--- src/rtl/apu_sync_sequencer.sv ---
// rtl/apu_sync_sequencer.sv - APU sync qualification and APU/CPU start sequencing
//
// Qualifies the asynchronous active-low APU sync, counts APU-clock falling-edge
// strobes before opening the APU clock gate, then counts CPU-clock falling-edge
// strobes before releasing CPU reset. The result is a repeatable APU/CPU start
// alignment.
//
// Ports:
//   clk         master PLL clock
//   reset       synchronous, active-low reset
//   apusync     asynchronous APU sync, active low
//   apu_fall    one-cycle strobe on the APU clock falling edge
//   cpu_fall    one-cycle strobe on the CPU clock falling edge
//   apu_gate    1 = APU clock enabled
//   cpu_hold    1 = CPU held in reset
//   start_pulse one-cycle strobe on entry to RUN
//   sync_err    sticky timeout flag
//   state       current FSM state (debug)

module apu_sync_sequencer #(
    parameter int SYNC_STAGES = 2,
    parameter int FILTER_LEN  = 4,
    parameter int APU_DELAY   = 3,
    parameter int CPU_DELAY   = 8,
    parameter int TIMEOUT     = 1048576
) (
    input  logic       clk,
    input  logic       reset,
    input  logic       apusync,
    input  logic       apu_fall,
    input  logic       cpu_fall,
    output logic       apu_gate,
    output logic       cpu_hold,
    output logic       start_pulse,
    output logic       sync_err,
    output logic [2:0] state
);

    typedef enum logic [2:0] {
        ST_IDLE      = 3'd0,
        ST_ARM       = 3'd1,
        ST_WAIT_SYNC = 3'd2,
        ST_DLY_APU   = 3'd3,
        ST_DLY_CPU   = 3'd4,
        ST_RUN       = 3'd5,
        ST_ERR       = 3'd6
    } state_t;

    localparam logic [3:0]  FLT_MAX  = 4'(FILTER_LEN);
    localparam logic [3:0]  FLT_LAST = 4'(FILTER_LEN - 1);
    localparam logic [7:0]  APU_CNT  = 8'(APU_DELAY);
    localparam logic [7:0]  CPU_CNT  = 8'(CPU_DELAY);
    localparam logic [23:0] TO_LAST  = 24'(TIMEOUT - 1);

    // Synchroniser; flops reset to the idle-high level of apusync.
    logic [SYNC_STAGES-1:0] sync_ff;
    logic                   s_sync;

    always_ff @(posedge clk) begin
        if (!reset) begin
            sync_ff <= '1;
        end else begin
            sync_ff <= {sync_ff[SYNC_STAGES-2:0], apusync};
        end
    end

    assign s_sync = sync_ff[SYNC_STAGES-1];

    // Low-level filter: sync_q fires once, on the cycle the count saturates.
    logic [3:0] flt_cnt;
    logic       sync_q;

    always_ff @(posedge clk) begin
        if (!reset) begin
            flt_cnt <= '0;
            sync_q  <= 1'b0;
        end else begin
            sync_q <= 1'b0;
            if (s_sync) begin
                flt_cnt <= '0;
            end else if (flt_cnt != FLT_MAX) begin
                flt_cnt <= flt_cnt + 4'd1;
                sync_q  <= (flt_cnt == FLT_LAST);
            end
        end
    end

    // Sequencer
    state_t      state_q;
    logic [3:0]  arm_cnt;
    logic [23:0] to_cnt;
    logic [7:0]  edge_cnt;

    always_ff @(posedge clk) begin
        if (!reset) begin
            state_q     <= ST_IDLE;
            arm_cnt     <= '0;
            to_cnt      <= '0;
            edge_cnt    <= '0;
            apu_gate    <= 1'b0;
            cpu_hold    <= 1'b1;
            start_pulse <= 1'b0;
            sync_err    <= 1'b0;
        end else begin
            start_pulse <= 1'b0;
            case (state_q)
                ST_IDLE: begin
                    arm_cnt <= '0;
                    to_cnt  <= '0;
                    state_q <= ST_ARM;
                end

                // Need a clean high run first so a sync already low at
                // start-up can never launch a sequence.
                ST_ARM: begin
                    if (to_cnt == TO_LAST) begin
                        sync_err <= 1'b1;
                        state_q  <= ST_ERR;
                    end else begin
                        to_cnt <= to_cnt + 24'd1;
                        if (!s_sync) begin
                            arm_cnt <= '0;
                        end else if (arm_cnt == FLT_LAST) begin
                            state_q <= ST_WAIT_SYNC;
                        end else begin
                            arm_cnt <= arm_cnt + 4'd1;
                        end
                    end
                end

                // sync_q has priority over an expiring timeout.
                ST_WAIT_SYNC: begin
                    if (sync_q) begin
                        edge_cnt <= '0;
                        if (APU_CNT == 8'd0) begin
                            apu_gate <= 1'b1;
                            state_q  <= ST_DLY_CPU;
                        end else begin
                            state_q  <= ST_DLY_APU;
                        end
                    end else if (to_cnt == TO_LAST) begin
                        sync_err <= 1'b1;
                        state_q  <= ST_ERR;
                    end else begin
                        to_cnt <= to_cnt + 24'd1;
                    end
                end

                ST_DLY_APU: begin
                    if (apu_fall) begin
                        if (edge_cnt + 8'd1 == APU_CNT) begin
                            edge_cnt <= '0;
                            apu_gate <= 1'b1;
                            state_q  <= ST_DLY_CPU;
                        end else begin
                            edge_cnt <= edge_cnt + 8'd1;
                        end
                    end
                end

                ST_DLY_CPU: begin
                    if (CPU_CNT == 8'd0 || (cpu_fall && edge_cnt + 8'd1 == CPU_CNT)) begin
                        edge_cnt    <= '0;
                        cpu_hold    <= 1'b0;
                        start_pulse <= 1'b1;
                        state_q     <= ST_RUN;
                    end else if (cpu_fall) begin
                        edge_cnt <= edge_cnt + 8'd1;
                    end
                end

                ST_RUN: begin
                    apu_gate <= 1'b1;
                    cpu_hold <= 1'b0;
                end

                ST_ERR: begin
                    apu_gate <= 1'b0;
                    cpu_hold <= 1'b1;
                    sync_err <= 1'b1;
                end

                default: begin
                    state_q <= ST_IDLE;
                end
            endcase
        end
    end

    assign state = state_q;

endmodule

--- config.mk ---
export PLATFORM = sky130hd
export DESIGN_NAME = apu_sync_sequencer
export DESIGN_NICKNAME = d
export VERILOG_FILES = /design/src/rtl/apu_sync_sequencer.sv
export SDC_FILE = /design/constraint.sdc
export NUM_CORES = 1
export LEC_CHECK = 0
export BUFFER_PORTS_ARGS = -buffer_cell sky130_fd_sc_hd__buf_2
export CORE_MARGIN = 2
export CORE_UTILIZATION = 61
export DETAILED_ROUTE_END_ITERATION = 10
export GPL_ROUTABILITY_DRIVEN = 0
export PLACE_DENSITY = 0.78
export SLEW_MARGIN = 20
export SYNTH_ARGS = -nofsm -noshare
export SYNTH_HDL_FRONTEND = slang
export SYNTH_SLANG_ARGS = --single-unit
--- constraint.sdc ---
create_clock -name clk -period 2.7 [get_ports clk]
set_input_delay 0.27 -clock clk [delete_from_list [all_inputs] [get_ports clk]]
set_output_delay 0.27 -clock clk [all_outputs]
set_load 0.05 [all_outputs]
Yosys cells after proc, flatten, opt, wreduce, memory -nomap -nowiden
Cells that the tools add are included.
{"block": "totals", "ff_bits": 50, "in_bits": 5, "out_inout_bits": 7}
{"block": "classes", "add_sub_neg": 4, "eq_ne": 23, "muxes": 31, "bitwise": 3, "reduce_logical": 19}
{"cell": "24-bit one-hot mux with 3 select lines", "n": 1}
{"cell": "24-bit two-way mux", "n": 2}
{"cell": "8-bit two-way mux", "n": 5}
{"cell": "24-bit by 1-bit adder with 24-bit output, second input constant", "n": 1}
{"cell": "24-bit by 20-bit equality test with 1-bit output, second input constant", "n": 1}
{"cell": "3-bit two-way mux", "n": 8}
{"cell": "8-bit one-hot mux with 3 select lines", "n": 1}
{"cell": "3-bit one-hot mux with 6 select lines", "n": 1}
{"cell": "3-bit inequality test, second input constant", "n": 5}
{"cell": "3-bit nonzero test", "n": 5}
{"cell": "4-bit two-way mux", "n": 3}
{"cell": "2-bit inequality test, second input constant", "n": 6}
{"cell": "3-bit equality test, second input constant", "n": 3}
{"cell": "1-bit one-hot mux with 3 select lines", "n": 3}
{"cell": "4-bit by 1-bit adder with 4-bit output, second input constant", "n": 2}
{"cell": "8-bit by 1-bit adder with 8-bit output, second input constant", "n": 1}
{"cell": "4-bit by 2-bit equality test with 1-bit output, second input constant", "n": 2}
{"cell": "8-bit by 2-bit equality test with 1-bit output, second input constant", "n": 1}
{"cell": "8-bit by 4-bit equality test with 1-bit output, second input constant", "n": 1}
{"cell": "4-bit one-hot mux with 2 select lines", "n": 1}
{"cell": "2-bit AND reduction", "n": 4}
{"cell": "7-bit AND reduction", "n": 1}
{"cell": "3-bit by 2-bit equality test with 1-bit output, second input constant", "n": 2}
{"cell": "1-bit two-way mux", "n": 6}
{"cell": "other kinds (10)", "n": 14}

Longest topological paths before layout
{"block": "depth", "ltp_word": 5, "ltp_mapped": 9}

Worst setup path before layout
OpenSTA, ideal clock, no wires.
{"block": "synth_path", "path_kind": "register to register", "startpoint": "register state_q[1], in the netlist state[1]", "endpoint": "register state_q[0], in the netlist state[0]", "t_arrival_ns": 1.961, "slack_ns": 0.665, "stages_incl_launch_ff": 8, "synth_period_minus_slack_ns": 2.035, "cell_sequence": "dfxtp_1 -> clkbuf_1 -> nand2b_1 -> o21ai_0 -> nand2_1 -> o221ai_2 -> or4_1 -> a21oi_1"}
{"block": "synth_between", "elab_chain_cells": 4, "elab_cells_between_ends": 17}
{"item": "start: declaration", "line": "89", "source": "state_t state_q;"}
{"item": "start signal: assignment", "line": "96", "source": "state_q <= ST_IDLE;"}
{"item": "start signal: assignment", "line": "110", "source": "state_q <= ST_ARM;"}
{"item": "start signal: assignment", "line": "118", "source": "state_q <= ST_ERR;"}
{"item": "3-bit equality test", "line": "106", "source": "case (state_q)"}
{"item": "2-bit OR reduction (no source line)"}
{"item": "1-bit NOT (no source line)"}
{"item": "7-bit AND reduction (no source line)"}
Parallel ways exist; a longest one is shown, timed or not.
A chain may end at the register's enable or synchronous reset.

Worst setup path in the final report
{"block": "layout_path", "startpoint": "register edge_cnt[1]", "endpoint": "register state_q[2], in the netlist state[2]"}
{"block": "layout_between", "elab_chain_cells": 5, "elab_cells_between_ends": 7}
{"item": "start: declaration", "line": "92", "source": "logic [7:0] edge_cnt;"}
{"item": "start signal: assignment", "line": "156", "source": "edge_cnt <= edge_cnt + 8'd1;"}
{"item": "start signal: assignment", "line": "168", "source": "edge_cnt <= edge_cnt + 8'd1;"}
{"item": "8-bit by 1-bit adder with 8-bit output *", "line": "151, 162"}
{"item": "8-bit by 4-bit equality test with 1-bit output", "line": "162", "source": "if (CPU_CNT == 8'd0 || (cpu_fall && edge_cnt + 8'd1 == CPU_CNT)) begin"}
{"item": "1-bit logical AND", "line": "162"}
{"item": "2-bit inequality test (no source line)"}
{"item": "7-bit AND reduction (no source line) *"}
{"item": "end signal: assignment", "line": "154", "source": "state_q <= ST_DLY_CPU;"}
{"item": "end signal: assignment", "line": "166", "source": "state_q <= ST_RUN;"}
{"item": "end signal: assignment", "line": "184", "source": "state_q <= ST_IDLE;"}
Mark *: on every way between the ends. The rest lies on a longest branch, timed or not.

==> results.ini <==
[routing]
drtPass1Iterations=4
num_vias=2477
drtAntennaViolNets=0
wl_per_cell_um=14.12
drc_errors=0
viasPerCell=6.224
routed_wl_um=5618
drt-initial-drc-count=143

[critical_path]
reg2reg_depth=7
r2r_slack_ns=0.46
cp_cell_sequence=ha_1 > and3_1 > a31oi_1 > a21oi_1 > a21oi_1 > or3_1 > mux2i_1
reg2reg_from=edge_cnt[1]
path_common_cell=a21oi_1
crit_required_ns=2.89
max_stage_delay_ns=0.44
worstSetupPathType=flop to flop
worst_path_max_delay_cell=dfxtp_1
start_kind=flop
r2r_end=state[2]
cp.arrival_ns=2.43
crit_path_max_fanout=7
cp-startpoint=edge_cnt[1]
crit_path_end_kind=flop

[yosys]
synth_fp_nets=352
syn_inst=341
synthArstFlopShare_pct=0
syn_area_per_cell_sq_um=8.219
ys_warn_count=0
netlist_area_sq_um=2803
synth_enable_flop_cells=0
synth_ff_type=dfxtp_1
ys_ff_latch=50
yosysUniqueCellTypes=56
yosysSeqAreaShare_pct=35.71

[clocking]
cts_max_level=2
clkSinkCount=50
clk_pin_slew_worst_paths_ns=0.09
post_cts_buffers=0
clock_latency_ns=0.30
cts_tree=built
cts_buffer_depth=2
ctsHoldBuffers=0
cts-root-buf=clkbuf_8
cts_buffers=5
cts_resized=0

[global_routing]
antenna_found_initial=0
gr-usage-all-layers_pct=23.34
grt_start_max_net_pins=26
grt_pass1_vias=2284
grt_first_pass_wirelength_um=9818
grt_overflow=0

[placed_design]
dp.cells=391
place_hpwl_um=3986
postPlaceCellArea_sq_um=2858
portBuffers=11

[finish]
final_nets=357
area.growth.synth_to_final_pct=4.822
n_antenna_cell=0
finalNonFillerCells=398
drive_above_1_share_pct=9.827
final_cell_area_sq_um=2938

[sta]
hold_violations=0
max_freq_mhz=446.5
whs_ns=0.1476
tightestPinTransition_ns=0.7614
rsz0062_at_grt=false
setup_viol=0
slew_headroom_pct=49.17
report.final.slew_viol_count=0
min_period_ns=2.240
timing.final.crit_share_pct=82.95
final.setup.tns_ns=0
skew_ns=0.009336

[power]
pwr-share-seq_pct=46.4
irDropWorstVdd_v=0.0004797
comb_power_share_pct=32.0
swShare_pct=38.93
p_switching_uw=754.2
clock_power_share_pct=21.6
cellPowerDensity_nw_per_um2=659.4
internal_power_mw=1.183
leakagePower_nw=0.9788
p_total_mw=1.937

[floorplan]
die_h_um=71.79
ios=12
num_rows=24
fp.dieW_um=71.79
dieArea_sq_um=5153
initial_utilization_pct=63.93
coreArea_sq_um=4384

[hold_path]
hp-start=apusync
hold_path_depth=2
hp-class=input port to flop
worstHoldEndpoint=sync_ff[0]

[outcome]
status=completed

[flow_run]
maxCapViolCount=0

[how the worst max path moves through the flow]
stage / endpoint / slack (ns) / depth (start not counted)
CTS: state[2] / 0.49 / 7
global route: to_cnt[15] / 0.27 / 6
detailed placement: state[2] / 0.49 / 7
floorplan: state[0] / 0.67 / 7
global placement: state[0] / 0.59 / 7
finish: state[2] / 0.46 / 7
[metrics by stage]
step	setup slack [ns]	util, %
after floorplan	0.6654	-
after global placement	0.5872	65.18
after detailed placement	0.4898	65.18
after CTS	0.4868	67.01
after global routing	0.2707	67.01
final	0.4603	67.01
[critical path, delay by kind of cell, from the launching register on]
family                   cells  cell delay [ns]
AND/OR/NAND/NOR              2             0.64
adder cells (fa/ha/maj)      1             0.28
AO/OA/AOI/OAI                3             0.63
multiplexers                 1             0.13
flip-flops                   1             0.44
[state kept, by name, indices dropped and copies added (netlist names)]
signal and cells:
apu_gate 1, arm_cnt 4, cpu_hold 1, edge_cnt 8, flt_cnt 4, start_pulse 1
state 3, sync_err 1, sync_ff 2, sync_q 1, to_cnt 24
[layout make-up]
class,count,area (sq um)
fillers,382,1446
multi-input cells,264,1680
clock inverters,1,7.507
flip-flops and latches,50,1001
inverters,13,48.80
repair buffers,12,62.56
well taps,52,65.06
clock buffers,6,72.57
[metal layers]
| layer | up-vias | share of wire (%) | GRT usage [%] |
|---|---|---|---|
| li1 | 1274 | - | - |
| met1 | 1156 | 48 | 30.67 |
| met2 | 40 | 47 | 38.99 |
| met3 | 7 | 3.3 | 4.079 |
| met4 | 0 | 1.3 | 7.547 |
| met5 | - | 0 | 0 |
[power groups by stage]
stage	clock [mW]	sequential (mW)	combinational [mW]
after floorplan	0	0.919	0.474
after global placement	0	0.913	0.608
after detailed placement	0	0.915	0.616
after CTS	0.431	0.897	0.618
after global routing	0.458	0.912	0.691
final	0.419	0.898	0.620
[kinds of logic after synthesis]
kind of cell | after synthesis | synth area share (%)
simple gates | 147 | 29.69
xor+xnor | 9 | 2.813
buf+inv | 27 | 4.330
compound gates | 99 | 23.66
fa+ha+maj | 6 | 2.679
mux | 3 | 1.116
flops | 50 | 35.71
[synth_stat cells (5+ instances only)]
master | number | area (sq um)
nand2_1 | 30 | 112.6
nand4_1 | 10 | 62.56
or3_1 | 15 | 93.84
o31ai_1 | 8 | 60.06
inv_1 | 12 | 45.04
nor2_1 | 22 | 82.58
ha_1 | 6 | 75.07
nand3_1 | 11 | 55.05
or4_1 | 9 | 67.56
nand3b_1 | 5 | 37.54
a21oi_1 | 35 | 175.2
dfxtp_1 | 50 | 1001
nand2b_1 | 9 | 56.30
xnor2_1 | 7 | 61.31
and4_1 | 5 | 43.79
o21ai_0 | 25 | 125.1
nor3_1 | 8 | 40.04
clkbuf_1 | 10 | 37.54
and3_1 | 7 | 43.79
[placed cells by master, fill, tap and decap left out, types with 2 or more instances in the layout]
cell type,Yosys,final
nand2b_1,9,9
o21ai_0,25,25
a21oi_1,35,35
nand3_1,11,11
nand3b_1,5,5
ha_1,6,6
or4_1,9,9
or3_1,15,15
a211o_1,2,2
nor3b_1,2,2
a21o_1,2,2
o211a_1,2,2
a31oi_1,2,2
a21bo_2,2,2
dfxtp_1,50,50
nand4_1,10,10
nor2b_1,2,2
and4_4,2,2
xor2_1,2,2
inv_1,12,12
clkbuf_8,0,5
nor3_1,8,8
a311oi_1,3,3
xnor2_1,7,7
buf_2,1,11
o31ai_1,8,8
and3_1,7,7
o211ai_1,4,4
nor2_1,22,22
or2_2,2,2
nand2_1,30,30
and4_1,5,5
a22oi_1,2,2
and2_1,3,3
mux2i_1,2,2
No activity file was read; power rests on OpenSTA's default activity.
